<file path="config.mk">
export PLATFORM = sky130hd
export DESIGN_NAME = seven_seg_scan
export DESIGN_NICKNAME = d
export VERILOG_FILES = /design/src/rtl/seven_seg_scan.sv
export SDC_FILE = /design/constraint.sdc
export NUM_CORES = 1
export LEC_CHECK = 0
export ABC_AREA = 1
export CORE_MARGIN = 2
export CORE_UTILIZATION = 30
export DETAILED_ROUTE_END_ITERATION = 16
export SYNTH_ARGS = -nofsm -noshare
export SYNTH_HDL_FRONTEND = slang
export SYNTH_SLANG_ARGS = --single-unit
</file>
<file path="constraint.sdc">
create_clock -name clk -period 2.95 [get_ports clk]
set_input_delay 0.59 -clock clk [delete_from_list [all_inputs] [get_ports clk]]
set_output_delay 0.59 -clock clk [all_outputs]
set_load 0.02 [all_outputs]
</file>
<file path="src/rtl/seven_seg_scan.sv">
// seven_seg_scan: time-multiplexed N-digit seven-segment scanner.
//
// Scans NUM_DIGITS digits one slot at a time over a shared active-low segment
// bus. Each slot starts with BLANK_CYCLES of all-anodes-off dead time. Digit
// values and enables are captured once per frame into shadow registers, so a
// frame never tears. The sum of the enabled digits is registered for an LED bar.
//
// Ports:
//   clk         system clock (12 MHz)
//   reset       asynchronous, active-low reset
//   digits      4*NUM_DIGITS hex digit values, digit i = digits[4i+3:4i]
//   digit_en    per-digit enable; a disabled digit stays dark
//   seg         segments {g,f,e,d,c,b,a}, active-low, registered
//   anode       per-digit anode drive, active-low, registered, at most one low
//   frame_start one-cycle pulse in the cycle after the shadow registers load
//   sum         registered sum of the enabled shadow digits
module seven_seg_scan #(
    parameter int NUM_DIGITS   = 4,
    parameter int DIGIT_CYCLES = 12000,
    parameter int BLANK_CYCLES = 120,
    localparam int SUM_W       = $clog2(15 * NUM_DIGITS + 1)
) (
    input  logic                    clk,
    input  logic                    reset,
    input  logic [4*NUM_DIGITS-1:0] digits,
    input  logic [NUM_DIGITS-1:0]   digit_en,
    output logic [6:0]              seg,
    output logic [NUM_DIGITS-1:0]   anode,
    output logic                    frame_start,
    output logic [SUM_W-1:0]        sum
);

    localparam int SLOT_W = (DIGIT_CYCLES > 1) ? $clog2(DIGIT_CYCLES) : 1;
    localparam int IDX_W  = (NUM_DIGITS > 1) ? $clog2(NUM_DIGITS) : 1;

    typedef enum logic {
        PH_BLANK,
        PH_SHOW
    } phase_e;

    logic [SLOT_W-1:0]       slot_q, slot_d;
    logic [IDX_W-1:0]        idx_q, idx_d;
    logic [4*NUM_DIGITS-1:0] sh_digits_q, sh_digits_d;
    logic [NUM_DIGITS-1:0]   sh_en_q, sh_en_d;
    logic                    prime_q, prime_d;
    logic [6:0]              seg_q, seg_d;
    logic [NUM_DIGITS-1:0]   anode_q, anode_d;
    logic                    frame_start_q, frame_start_d;
    logic [SUM_W-1:0]        sum_q, sum_d;

    logic                    slot_wrap;
    logic                    idx_wrap;
    logic                    capture;
    logic [3:0]              cur_digit;
    logic                    cur_en;
    logic                    lit;
    phase_e                  phase;
    logic [SUM_W-1:0]        sum_acc;

    function automatic logic [6:0] hex_to_seg(input logic [3:0] h);
        logic [6:0] s;
        case (h)
            4'h0:    s = 7'b1000000;
            4'h1:    s = 7'b1111001;
            4'h2:    s = 7'b0100100;
            4'h3:    s = 7'b0110000;
            4'h4:    s = 7'b0011001;
            4'h5:    s = 7'b0010010;
            4'h6:    s = 7'b0000010;
            4'h7:    s = 7'b1111000;
            4'h8:    s = 7'b0000000;
            4'h9:    s = 7'b0010000;
            4'hA:    s = 7'b0001000;
            4'hB:    s = 7'b0000011;
            4'hC:    s = 7'b0100111;
            4'hD:    s = 7'b0100001;
            4'hE:    s = 7'b0000110;
            default: s = 7'b0001110;
        endcase
        return s;
    endfunction

    always_comb begin
        slot_wrap = (slot_q == SLOT_W'(DIGIT_CYCLES - 1));
        idx_wrap  = (idx_q == IDX_W'(NUM_DIGITS - 1));
        // The prime flag forces a capture on the first edge after reset so
        // the first frame shows live inputs rather than the reset zeros.
        capture   = prime_q | (slot_wrap & idx_wrap);

        slot_d = slot_wrap ? '0 : slot_q + SLOT_W'(1);
        idx_d  = idx_q;
        if (slot_wrap) begin
            idx_d = idx_wrap ? '0 : idx_q + IDX_W'(1);
        end

        sum_acc = '0;
        for (int unsigned i = 0; i < NUM_DIGITS; i++) begin
            if (digit_en[i]) begin
                sum_acc = sum_acc + SUM_W'(digits[4*i +: 4]);
            end
        end

        sh_digits_d   = capture ? digits : sh_digits_q;
        sh_en_d       = capture ? digit_en : sh_en_q;
        sum_d         = capture ? sum_acc : sum_q;
        frame_start_d = capture;
        prime_d       = 1'b0;

        cur_digit = '0;
        cur_en    = 1'b0;
        for (int unsigned i = 0; i < NUM_DIGITS; i++) begin
            if (idx_q == IDX_W'(i)) begin
                cur_digit = sh_digits_q[4*i +: 4];
                cur_en    = sh_en_q[i];
            end
        end

        phase = (int'(slot_q) < BLANK_CYCLES) ? PH_BLANK : PH_SHOW;
        lit   = (phase == PH_SHOW) && cur_en;

        seg_d   = lit ? hex_to_seg(cur_digit) : '1;
        anode_d = '1;
        for (int unsigned i = 0; i < NUM_DIGITS; i++) begin
            if (lit && (idx_q == IDX_W'(i))) begin
                anode_d[i] = 1'b0;
            end
        end
    end

    always_ff @(posedge clk or negedge reset) begin
        if (!reset) begin
            slot_q        <= '0;
            idx_q         <= '0;
            sh_digits_q   <= '0;
            sh_en_q       <= '0;
            prime_q       <= 1'b1;
            seg_q         <= '1;
            anode_q       <= '1;
            frame_start_q <= 1'b0;
            sum_q         <= '0;
        end else begin
            slot_q        <= slot_d;
            idx_q         <= idx_d;
            sh_digits_q   <= sh_digits_d;
            sh_en_q       <= sh_en_d;
            prime_q       <= prime_d;
            seg_q         <= seg_d;
            anode_q       <= anode_d;
            frame_start_q <= frame_start_d;
            sum_q         <= sum_d;
        end
    end

    assign seg         = seg_q;
    assign anode       = anode_q;
    assign frame_start = frame_start_q;
    assign sum         = sum_q;

endmodule

</file>
; ---- Word-level counts from Yosys, hierarchy flattened
; Memories as Yosys holds them, arrays and structs flattened.
; Index checks and enable logic that the tools add are counted.
[word_totals]
regBits = 55
romBits = 112
input_bits = 22
output_inout_bits = 18
wordCells = 48
n_memories = 1
[op_classes]
addsub = 5
order_cmp = 1
eq_ne = 4
n_mux = 20
bitwise = 2
n_reduce_logical = 6
[mem_list]
columns = memory, words, word_bits, rd, rd_ports_with_merged_regs, write_ports, line_no
row1 = (no name shown), 16, 7, 1, 0, 0, 62  ; case (h)
[op_table]
columns = op, n
row1 = $mux W4, 5
row2 = $add A6 B4 Y6, 3
row3 = $mux W6, 3
row4 = $add A14 B1 Y14 const B, 1
row5 = $eq A14 B14 Y1 const B, 1
row6 = $lt A14 B7 Y1 const B, 1
row7 = $mux W14, 1
row8 = $mux W1, 9
row9 = $mux W7, 1
row10 = $logic_and A1 B1 Y1, 5
row11 = $eq A2 B2 Y1 const B, 2
row12 = $add A2 B1 Y2 const B, 1
row13 = $eq A2 B1 Y1 const B, 1
row14 = $logic_not A2 Y1, 1
row15 = $mux W2, 1
row16 = $and A1 B1 Y1, 1
row17 = $or A1 B1 Y1, 1

; ---- Logic depth before layout (Yosys ltp)
; Gate-level depths: netlist of run 1.
[logic_depth]
ltp_word = 8
depth_mapped = 22
ltp_nobuf = 22

; ---- Worst setup path before layout of run 1
; OpenSTA, ideal clock, no wires.
[synth_path]
path_type = in2reg
startpoint = input digits[0]
endpoint = register sum_q[4], in the netlist sum[4]
setup_ns = 0.117
t_arrival_ns = 3.135
required_ns = 2.833
path_slack_ns = -0.302
cell_stages = 21
path_buffers = 0
path_cell_list = nand2_1 inv_1 ha_1 inv_1 fa_1 inv_1 nand3_1 nand3_1 nand2_1 ha_1 nand3_1 nand3_1 xnor2_1 nand2_1 and2_1 ha_1 a21oi_1 a21oi_1 nand3b_1 nand3_1 nand2_1
[synth_via]
elab_chain_len = 7
[synth_lines]
columns = element, line_no
row1 = "start, declared", 25  ; input logic [4*NUM_DIGITS-1:0] digits,
row2 = $mux W4 *, 98  ; if (digit_en[i]) begin
row3 = $add A6 B4 Y6, 99  ; sum_acc = sum_acc + SUM_W'(digits[4*i +: 4]);
row4 = $mux W6 *, 98
row5 = $add A6 B4 Y6, 99
row6 = $mux W6 *, 98
row7 = $add A6 B4 Y6, 99
row8 = $mux W6 *, 98
row9 = "end signal, assigned", 150  ; sum_q <= sum_d;
row10 = "end, declared", 49  ; logic [SUM_W-1:0] sum_q, sum_d;
; Every way passes the cells marked *; elsewhere a longest branch is shown, timed or not.
; A chain may end at the register's enable or synchronous reset.

; ---- Worst setup path after layout of run 1
[layout_path]
startpoint = input digit_en[0]
endpoint = register sum_q[3], in the netlist sum[3]
[layout_via]
elab_chain_len = 7
[layout_lines]
columns = element, line_no
row1 = "start, declared", 26  ; input logic [NUM_DIGITS-1:0] digit_en,
row2 = $mux W4 *, 98
row3 = $add A6 B4 Y6, 99
row4 = $mux W6 *, 98
row5 = $add A6 B4 Y6, 99
row6 = $mux W6 *, 98
row7 = $add A6 B4 Y6, 99
row8 = $mux W6 *, 98
; Marked as above.

==> impl_metrics.sql, run 1 <==
INSERT INTO impl_metrics (metric_group, metric, value, unit) VALUES
('power', 'vdd.ir_drop.worst', '0.000209', 'V'),
('min_path', 'min_path_type', 'in2async', ''),
('critical_path', 'crit_path_top_delay_cell', 'sky130_fd_sc_hd__fa_2', ''),
('synthesis', 'syn_area_per_cell', '8.00', 'µm²'),
('synthesis', 'dominant_combinational_cell_family_by_area_after_synthesis', 'simple AND/OR/NAND/NOR gates', ''),
('global_route', 'global_route_wire_length_before_repair', '13.0', 'mm'),
('timing', 'finalSetupViolations', '3', ''),
('timing', 'timing.final.ws_setup', '-0.127', 'ns'),
('synthesis', 'async_reset_ff_share', '100', '%'),
('synthesis', 'post-synth-top-area-fraction', '32.0', '%'),
('place', 'hpwlAfterDp', '5.81', 'mm'),
('critical_path', 'worstPathRequired', '3.17', 'ns'),
('synthesis', 'synth.most_common_cell', 'sky130_fd_sc_hd__nand2_1', ''),
('synthesis', 'synthTopCellsByCount', 'sky130_fd_sc_hd__nand2_1 (130), sky130_fd_sc_hd__inv_1 (55), sky130_fd_sc_hd__dfrtp_1 (43)', ''),
('timing', 'fmaxAchievable', '325', 'MHz'),
('synthesis', 'synth_top_flop_cell', 'sky130_fd_sc_hd__dfrtp_1', ''),
('synthesis', 'synth_compound_area_share', '10.2', '%'),
('flow_run', 'maxCapViolations', '0', ''),
('final_layout', 'area_delta_synth_final', '34.7', '%'),
('power', 'total_power', '1.88', 'mW'),
('synthesis', 'post_synth_mux_area_share', '0', '%'),
('floorplan', 'fp-row-count', '38', ''),
('place', 'routabilityCongestion', '0.891', ''),
('run_status', 'outcome', 'complete, but fails checks', ''),
('critical_path', 'max_stage_delay', '0.44', 'ns'),
('timing', 'final.min_clock_period', '3.08', 'ns'),
('synthesis', 'synth_nets', '468', ''),
('floorplan', 'die-width', '110', 'µm'),
('routing', 'first_iter_violations', '164', ''),
('timing', 'setup_repair_after_global_routing_missed_its_margin', 'true', ''),
('power', 'power_density_over_the_cells', '416', 'nW/µm²'),
('routing', 'route.final.wire_length', '7.68', 'mm'),
('place', 'worst_slack_after_detailed_placement', '-0.955', 'ns'),
('place', 'dpl.cell_count', '618', ''),
('final_layout', 'drive_gt1_share', '26.0', '%'),
('synthesis', 'synth.distinct_cells', '37', ''),
('routing', 'drtPass1Iterations', '4', ''),
('global_route', 'initial_antenna_violation_count', '0', ''),
('cts', 'cts_hold_buf', '0', ''),
('critical_path', 'worst-r2r-setup-slack', '0.75', 'ns'),
('cts', 'clockRootBuffer', 'sky130_fd_sc_hd__clkbuf_8', ''),
('critical_path', 'cp_cell_sequence', 'buf_8 > nand2_8 > inv_4 > ha_4 > inv_2 > fa_2 > o21ai_4 > inv_2 > fa_2 > xor2_1 > o21ai_2 > ha_4 > a21oi_2 > nand2_1 > buf_4 > nor2_2 > o21ai_1 > inv_1 > a21oi_2', ''),
('final_layout', 'post-route-cell-area', '4520', 'µm²'),
('final_layout', 'num_antenna_cells', '0', ''),
('floorplan', 'design.core.area', '10900', 'µm²'),
('floorplan', 'die-area', '12100', 'µm²'),
('synthesis', 'synth.area.top_cells', 'sky130_fd_sc_hd__dfrtp_1 (32%), sky130_fd_sc_hd__nand2_1 (15%), sky130_fd_sc_hd__dfstp_2 (9.4%)', ''),
('cts', 'tritoncts_num_sinks', '55', ''),
('synthesis', 'adder_cell_area_share_of_the_yosys_netlist', '10.4', '%'),
('routing', 'final_antenna_net_count', '0', ''),
('timing', 'hold_ws', '0.154', 'ns'),
('synthesis', 'yosysWarningCount', '0', ''),
('cts', 'clock_tree.buffer_depth', '2', ''),
('timing', 'maxSlewViolCount', '0', ''),
('final_layout', 'fin_nets', '547', ''),
('synthesis', 'yosys_register_bits', '55', ''),
('timing', 'final.period_utilization', '104', '%'),
('global_route', 'globalRoute.totalOverflow', '0', ''),
('run_status', 'violations_in_the_final_reports', 'negative setup slack', ''),
('final_layout', 'final-seq-area', '1390', 'µm²'),
('cts', 'tritoncts', 'done', ''),
('synthesis', 'ys_seq_area_share', '41.4', '%'),
('final_layout', 'post-route-util', '41.6', '%'),
('final_layout', 'fill_cells', '1080', ''),
('final_layout', 'multi_input_area', '1900', 'µm²'),
('global_route', 'grt_max_degree', '34', ''),
('timing', 'finalSetupTns', '-0.341', 'ns'),
('cts', 'cts.htree.levels', '2', ''),
('cts', 'clk_pin_slew_worst_paths', '0.11', 'ns'),
('critical_path', 'critPathCaptureType', 'register', ''),
('cts', 'cts_inserted_buffers', '5', '');
worst max-delay path: cells and delay by family:
family / cells / cell delay [ns]
adders and majority gates: 4 / 1.19
and+or+nand+nor: 3 / 0.21
xor gates and xnor gates: 1 / 0.18
AOI/OAI and AO/OA: 5 / 0.66
buffers and inverters: 6 / 0.47
routing by layer:
metal  global-route usage (%)  routed length [µm]
met1                     19.4                3770
met5                        0                   0
met4                     3.44                  99
met3                     2.07                 338
met2                     21.3                3480
logic make-up (layout without fill, tap and decap cells):
kind of cell,Yosys count,after routing
AND/OR/NAND/NOR,207,207
buffers and inverters,68,148
AO/OA/AOI/OAI,55,55
flip-flops,55,55
adder cells (fa/ha/maj),26,26
XOR/XNOR,8,8
other,1,1
power by group:
part / switching [mW] / internal [mW] / total (mW)
Sequential: 0.0223 / 0.795 / 0.817
Clock: 0.273 / 0.262 / 0.535
Combinational: 0.270 / 0.259 / 0.529
state kept, by name (all words and copies together), names as in the netlist:
name,flops
slot_q,14
anode,4
sh_en_q,4
prime_q,1
sh_digits_q,16
idx_q,2
frame_start,1
seg,7
sum,6
cells in the final DEF, fill, tap and decap left out, drive strengths merged:
master,synthesis,routed
and2,1,1
xor2,6,6
o31ai,1,1
dlymetal6s2s,0,1
fa,3,3
bufinv,0,1
conb,1,1
clkdlybuf4s15,0,1
dfrtp,43,43
o22ai,1,1
o211ai,3,3
o21ai,33,33
ha,23,23
nand2,134,134
a21oi,15,15
buf,8,46
clkdlybuf4s50,0,32
nand3,33,33
nor4,3,3
nand4,7,7
nor2,26,26
dfstp,12,12
a31oi,2,2
nor3,2,2
dlygate4sd2,0,1
inv,59,60
clkinvlp,0,1
nand3b,1,1
xnor2,2,2
clkbuf,1,5
path summary, 6_finish.rpt:
kind	startpoint	end
min in group clk	sh_digits_q[8]	sh_digits_q[8]
max in group asynchronous	reset	sh_digits_q[8]
worst max-delay path	digit_en[0]	sum[3]
worst min register to register	sh_digits_q[8]	sh_digits_q[8]
worst min-delay path	reset	slot_q[2]
worst max register to register	idx_q[1]	seg[3]
repair_timing:
action / 4_1_cts / 5_1_grt
setup endpoints to repair: 5 / 5
hold endpoints to repair: 0 / 0
resized for setup: 30 / 18
pin swaps: 26 / 10
buffers inserted: 7 / 7
cell type report:
type                       instances  area share, %
inverter                          59           5.03
clock buffer                       5           1.52
tap                              140           3.87
sequential                        55           30.8
clock inverter                     3           1.11
timing repair buffer              81           15.7
multi-input combinational        297           42.0
Power figures use the tool's default switching activity.
==> run 2: changes to the inputs <==
- REMOVE_ABC_BUFFERS: default -> 1
==> run 2 against run 1 <==
The flow still finishes with violations (negative setup slack). Clock power is 24% lower. Utilization is 0.47 points lower. Hold slack worse by 0.0087 ns. Combinational power is 5.3% lower. Count of clock-buffer cells in the layout is 1 higher. Sequential power hardly changed. Non-clock buffer count is 2 higher. Cell area is 1.1% lower. Highest routed layer unchanged.
==> impl_metrics.sql, run 2 (synthesis gave the netlist of run 1 again) <==
INSERT INTO impl_metrics (metric_group, metric, value, unit) VALUES
('final_layout', 'num_antenna_cells', '0', ''),
('timing', 'maxSlewViolCount', '0', ''),
('final_layout', 'post_layout_nonfiller_instances', '642', ''),
('timing', 'max_slew_margin', '62.9', '%'),
('cts', 'clockRootBuffer', 'sky130_fd_sc_hd__clkbuf_8', ''),
('critical_path', 'worstSetupPathType', 'in2reg', ''),
('flow_run', 'maxCapViolations', '0', ''),
('global_route', 'grt_max_degree', '45', ''),
('floorplan', 'die-area', '12100', 'µm²'),
('timing', 'timing.final.ws_setup', '-0.100', 'ns'),
('place', 'dpl.cell_count', '618', ''),
('final_layout', 'fin_nets', '549', ''),
('critical_path', 'crit_fanout', '3', ''),
('critical_path', 'max_stage_delay', '0.44', 'ns'),
('final_layout', 'final-seq-area', '1390', 'µm²'),
('critical_path', 'crit_path_top_delay_cell', 'sky130_fd_sc_hd__fa_2', ''),
('timing', 'final.min_clock_period', '3.05', 'ns'),
('cts', 'tritoncts', 'done', ''),
('place', 'hpwlAfterDp', '5.75', 'mm'),
('cts', 'cts_inserted_buffers', '5', ''),
('timing', 'final.setup_skew', '0.0118', 'ns'),
('final_layout', 'drive_gt1_share', '26.9', '%'),
('routing', 'route.detailed.vias_per_inst', '4.50', ''),
('critical_path', 'cp_cell_sequence', 'buf_8 > nand2_4 > inv_2 > ha_4 > inv_2 > fa_2 > o21ai_4 > inv_2 > fa_2 > xor2_1 > o21ai_2 > ha_4 > a21oi_4 > nand2_2 > buf_4 > nor2_1 > o21ai_1 > inv_1 > a21oi_1', ''),
('cts', 'cts_hold_buf', '0', ''),
('final_layout', 'multi_input_area', '1880', 'µm²'),
('floorplan', 'top_level_ports', '40', ''),
('cts', 'cts.htree.levels', '2', ''),
('global_route', 'globalRoute.totalOverflow', '0', ''),
('final_layout', 'layout.cells.most_common', 'sky130_fd_sc_hd__nand2_1', ''),
('routing', 'drcViolationCount', '0', ''),
('run_status', 'outcome', 'complete, but fails checks', ''),
('critical_path', 'critPathMostFrequentCell', 'sky130_fd_sc_hd__inv_2', ''),
('routing', 'drtPass1Iterations', '4', ''),
('place', 'routabilityCongestion', '0.900', ''),
('routing', 'final_antenna_net_count', '0', ''),
('global_route', 'grt.total_usage', '13.7', '%'),
('floorplan', 'design.core.area', '10900', 'µm²'),
('routing', 'drt-wirelength-per-cell', '12.1', 'µm'),
('power', 'vdd.ir_drop.worst', '0.000196', 'V'),
('timing', 'setup_repair_after_global_routing_missed_its_margin', 'true', ''),
('timing', 'hold_ws', '0.146', 'ns'),
('floorplan', 'die-width', '110', 'µm'),
('power', 'total_power', '1.72', 'mW'),
('global_route', 'initial_antenna_violation_count', '0', ''),
('timing', 'final.period_utilization', '103', '%'),
('critical_path', 'worstPathRequired', '3.15', 'ns'),
('critical_path', 'cp-start-kind', 'primary input', ''),
('min_path', 'min_path_type', 'in2async', ''),
('cts', 'clk_latency', '0.30', 'ns'),
('critical_path', 'critPathArrivalTime', '3.25', 'ns'),
('cts', 'tritoncts_num_sinks', '55', ''),
('power', 'power_density_over_the_cells', '385', 'nW/µm²'),
('run_status', 'violations_in_the_final_reports', 'negative setup slack', ''),
('timing', 'finalSetupViolations', '4', ''),
('floorplan', 'fp-row-count', '38', ''),
('floorplan', 'die-height', '110', 'µm'),
('place', 'portBuffers', '39', ''),
('routing', 'detailroute.via_count', '2888', ''),
('cts', 'clock_tree.buffer_depth', '2', ''),
('power', 'power_leakage', '2.16', 'nW'),
('routing', 'route.final.wire_length', '7.75', 'mm'),
('final_layout', 'largest_register_ffs', '16', ''),
('critical_path', 'critPathCaptureType', 'register', ''),
('final_layout', 'area_delta_synth_final', '33.1', '%'),
('timing', 'worst-slew-pin-transition', '0.556', 'ns'),
('routing', 'first_iter_violations', '111', ''),
('global_route', 'number_of_global_route_vias_before_repair', '2882', ''),
('timing', 'hold_viol_final', '0', ''),
('global_route', 'global_route_wire_length_before_repair', '13.3', 'mm'),
('cts', 'clk_pin_slew_worst_paths', '0.10', 'ns'),
('timing', 'fmaxAchievable', '328', 'MHz'),
('final_layout', 'largest_register', 'sh_digits_q', ''),
('final_layout', 'fill_cells', '1078', ''),
('floorplan', 'initial_cell_density_of_the_core', '30.9', '%'),
('final_layout', 'most-common-layout-cells', 'sky130_fd_sc_hd__nand2_1 (120), sky130_fd_sc_hd__inv_1 (49), sky130_fd_sc_hd__buf_4 (44), sky130_fd_sc_hd__dfrtp_1 (43), sky130_fd_sc_hd__clkdlybuf4s50_1 (33)', '');
-- run 2: layout make-up --
type | instances | area share (%)
Inverter | 59 | 4.95
Tap cell | 140 | 3.92
Clock buffer | 6 | 1.62
Timing Repair Buffer | 83 | 16.1
Clock inverter | 2 | 0.280
Multi-Input combinational cell | 297 | 42.0
Sequential cell | 55 | 31.1
-- run 2: metrics by stage --
stage / instance area (µm²) / worst slack (ns) / TNS (ns) / utilization, %
after global routing: 4470 / -0.247 / -0.803 / 41.1
after global placement: 4060 / -0.962 / -4.52 / 37.3
after floorplan: 3290 / -0.306 / -1.15 / -
final: 4470 / -0.100 / -0.288 / 41.1
after detailed placement: 4060 / -1.06 / -4.88 / 37.3
after CTS: 4320 / -0.113 / -0.332 / 39.7
-- run 2: final timing paths --
| check | from | endpoint | slack, ns | cells after the start |
|---|---|---|---|---|
| hold reg to reg | sh_digits_q[8] | sh_digits_q[8] | 0.49 | 2 |
| hold / removal | reset | sh_digits_q[10] | 0.15 | 1 |
| min in group clk | sh_digits_q[8] | sh_digits_q[8] | 0.49 | 2 |
| setup reg to reg | idx_q[1] | seg[0] | 0.76 | 14 |
| setup / recovery | digits[0] | sum[3] | -0.10 | 19 |
| max in group asynchronous | reset | seg[4] | 1.95 | 2 |
-- run 2: per-layer routing --
layer | GRT usage, % | vias to the layer above | part of all wire, %
met3 | 2.43 | 8 | 2.6
met4 | 2.53 | 0 | 1.1
met2 | 23.3 | 44 | 48
met1 | 18.5 | 1342 | 49
met5 | 0 | - | 0
li1 | - | 1494 | -
-- run 2: repair_timing --
item / CTS / global route
gates cloned: 0 / 0
gates resized for setup: 38 / 29
buffers inserted: 15 / 3
pin swaps: 16 / 20
setup endpoints to repair: 5 / 5
-- run 2: worst max-delay path, delay by kind of cell --
kind	cells	cell delay (ns)
adder cells (fa/ha/maj)	4	1.21
AND/OR/NAND/NOR	3	0.21
buffers and inverters	6	0.45
XOR/XNOR	1	0.18
AO/OA/AOI/OAI	5	0.62
-- run 2: power by group --
group	switching (mW)	total [mW]	internal [mW]	leakage [nW]
clock network	0.241	0.408	0.167	0.0412
logic	0.263	0.501	0.238	1.45
registers	0.0206	0.816	0.795	0.662
==> run 3: changes to the inputs <==
- clock period: 2.95 -> 2.64 ns (I/O delays scaled with it)
==> run 3 against run 2 <==
The run still ends with negative setup slack left. Routed wire length is 0.44% higher. Via count is 1.7% higher. Non-clock buffer count is 4 higher. Largest cell class unchanged. Highest routed layer unchanged.
==> impl_metrics.sql, run 3 (synthesis gave the netlist of run 1 again) <==
INSERT INTO impl_metrics (metric_group, metric, value, unit) VALUES
('run_status', 'outcome', 'complete, but fails checks', ''),
('run_status', 'violations_in_the_final_reports', 'negative setup slack', ''),
('place', 'hpwlAfterDp', '5.69', 'mm'),
('global_route', 'number_of_global_route_vias_before_repair', '2877', ''),
('routing', 'route.final.wire_length', '7.78', 'mm'),
('critical_path', 'worst-r2r-setup-slack', '0.47', 'ns'),
('timing', 'timing.final.ws_setup', '-0.341', 'ns'),
('final_layout', 'fin_nets', '553', ''),
('global_route', 'global_route_wire_length_before_repair', '13.0', 'mm'),
('final_layout', 'most-common-layout-cells', 'sky130_fd_sc_hd__nand2_1 (125), sky130_fd_sc_hd__inv_1 (50), sky130_fd_sc_hd__buf_4 (44), sky130_fd_sc_hd__dfrtp_1 (43), sky130_fd_sc_hd__clkdlybuf4s50_1 (33)', ''),
('place', 'portBuffers', '39', ''),
('power', 'power_leakage', '2.19', 'nW'),
('critical_path', 'startpoint', 'digit_en[0]', ''),
('cts', 'clock_tree.buffer_depth', '2', ''),
('critical_path', 'endpoint_of_the_worst_slack_reg_to_reg_timing_path', 'seg[0]', ''),
('final_layout', 'largest_register_ffs', '16', ''),
('final_layout', 'largest_register', 'sh_digits_q', ''),
('global_route', 'initial_antenna_violation_count', '0', ''),
('critical_path', 'critPathMostFrequentCell', 'sky130_fd_sc_hd__ha_4', ''),
('routing', 'final_antenna_net_count', '0', ''),
('critical_path', 'crit_fanout', '2', ''),
('final_layout', 'drive_gt1_share', '26.3', '%'),
('floorplan', 'top_level_ports', '40', ''),
('timing', 'fmaxAchievable', '335', 'MHz'),
('timing', 'finalSetupViolations', '5', ''),
('floorplan', 'initial_cell_density_of_the_core', '30.9', '%'),
('critical_path', 'critPathArrivalTime', '3.24', 'ns'),
('cts', 'cts_inserted_buffers', '5', ''),
('routing', 'route.detailed.vias_per_inst', '4.55', ''),
('flow_run', 'maxCapViolations', '0', ''),
('final_layout', 'layout.cells.most_common', 'sky130_fd_sc_hd__nand2_1', ''),
('place', 'worst_slack_after_detailed_placement', '-1.31', 'ns'),
('critical_path', 'critPathCaptureType', 'register', ''),
('place', 'routabilityCongestion', '0.877', ''),
('cts', 'clockRootBuffer', 'sky130_fd_sc_hd__clkbuf_8', ''),
('power', 'power_density_over_the_cells', '434', 'nW/µm²'),
('critical_path', 'cp_cell_sequence', 'buf_8 > nand2_4 > inv_4 > ha_4 > inv_2 > fa_2 > o21ai_4 > buf_6 > ha_4 > nand3_2 > nand3_2 > xnor2_2 > nand2_1 > and2_4 > ha_4 > nand3_1 > a21oi_2 > nand3b_1 > nand3_1 > nand2_1', ''),
('routing', 'drcViolationCount', '0', ''),
('cts', 'tritoncts_num_sinks', '55', ''),
('critical_path', 'cp-start-kind', 'primary input', ''),
('critical_path', 'reg2reg_depth', '14', ''),
('timing', 'worst-slew-pin-transition', '0.623', 'ns'),
('global_route', 'globalRoute.totalOverflow', '0', ''),
('routing', 'drt-wirelength-per-cell', '12.0', 'µm'),
('final_layout', 'post_layout_nonfiller_instances', '646', ''),
('floorplan', 'die-height', '110', 'µm'),
('timing', 'max_slew_margin', '58.4', '%'),
('cts', 'tritoncts', 'done', ''),
('floorplan', 'die-area', '12100', 'µm²'),
('cts', 'clk_pin_slew_worst_paths', '0.10', 'ns'),
('timing', 'finalSetupTns', '-1.36', 'ns'),
('timing', 'hold_viol_final', '0', ''),
('critical_path', 'worstPathRequired', '2.90', 'ns'),
('routing', 'drtPass1Iterations', '5', ''),
('timing', 'final.min_clock_period', '2.98', 'ns'),
('place', 'dpl-instance-area', '4120', 'µm²'),
('routing', 'first_iter_violations', '129', ''),
('final_layout', 'num_antenna_cells', '0', ''),
('timing', 'setup_repair_after_global_routing_missed_its_margin', 'true', ''),
('final_layout', 'post-route-cell-area', '4530', 'µm²'),
('cts', 'cts_hold_buf', '0', ''),
('final_layout', 'area_delta_synth_final', '34.7', '%'),
('cts', 'cts.htree.levels', '2', ''),
('floorplan', 'fp-row-count', '38', ''),
('critical_path', 'rr_startpoint', 'idx_q[1]', ''),
('critical_path', 'max_stage_delay', '0.44', 'ns'),
('cts', 'clk_latency', '0.31', 'ns'),
('timing', 'final.setup_skew', '0.0159', 'ns'),
('timing', 'final.period_utilization', '113', '%'),
('timing', 'maxSlewViolCount', '0', ''),
('floorplan', 'design.core.area', '10900', 'µm²'),
('global_route', 'grt_max_degree', '29', ''),
('min_path', 'min_path_type', 'in2async', ''),
('power', 'vdd.ir_drop.worst', '0.000216', 'V'),
('routing', 'detailroute.via_count', '2937', ''),
('place', 'dpl.cell_count', '625', ''),
('critical_path', 'crit_path_top_delay_cell', 'sky130_fd_sc_hd__fa_2', ''),
('critical_path', 'worstSetupPathType', 'in2reg', ''),
('floorplan', 'die-width', '110', 'µm'),
('global_route', 'grt.total_usage', '13.5', '%');
-- run 3: cell count changes in the layout (fill, tap and decap cells not counted), moves of 2 or more --
cell,delta
sky130_fd_sc_hd__nand2_2,-5
sky130_fd_sc_hd__nand2_1,+5
sky130_fd_sc_hd__buf_6,+4
sky130_fd_sc_hd__inv_2,-2
-- run 3: area by class of cell --
| cell class | count | area (µm²) |
|---|---|---|
| inverter | 59 | 224 |
| timing repair buffer | 87 | 769 |
| clock inverter | 2 | 8.76 |
| sequential | 55 | 1390 |
| clock buffer | 6 | 72.6 |
| tap | 140 | 175 |
| fill | 1069 | 6360 |
| multi-input combinational | 297 | 1890 |
-- run 3: how the worst max path moves through the flow --
stage,end,slack (ns),depth (start not counted)
final,sum[4],-0.34,20
after global routing,sum[5],-0.47,20
after CTS,sum[4],-0.29,20
after detailed placement,sum[5],-1.31,18
after global placement,sum[3],-1.19,18
after floorplan,sum[4],-0.55,21
-- run 3: layer usage --
layer | part of all wire (%) | vias up | GRT usage, %
met1 | 47 | 1380 | 17.6
met4 | 0.62 | 0 | 2.80
li1 | - | 1504 | -
met2 | 49 | 49 | 23.2
met5 | 0 | - | 0
met3 | 3.4 | 4 | 2.61
-- run 3: what timing repair did --
item	CTS	global route
resized for setup	49	17
setup buffers	9	4
pin swaps	28	15
setup endpoints to repair	5	5
-- run 3: power breakdown --
part	total (mW)	internal [mW]	leakage [nW]	switching, mW
clock	0.441	0.183	0.0426	0.258
sequential	0.911	0.888	0.662	0.0223
combinational	0.611	0.304	1.48	0.308
-- run 3: worst max-delay path, delay by kind of cell --
family / cells / cell delay (ns)
XOR/XNOR: 1 / 0.16
AND/OR/NAND/NOR: 9 / 0.86
AO/OA/AOI/OAI: 2 / 0.31
buffers and inverters: 4 / 0.32
adder cells (fa/ha/maj): 4 / 1.05
-- run 3: metrics by stage --
step                      utilization (%)  hold WS [ns]  power, mW
final                                41.6         0.224       1.96
after global routing                 41.6         0.282       2.09
after CTS                            40.6         0.245       1.94
after detailed placement             37.9         0.464       1.39
after global placement               37.9         0.460       1.38
after floorplan                         -         0.232       1.18
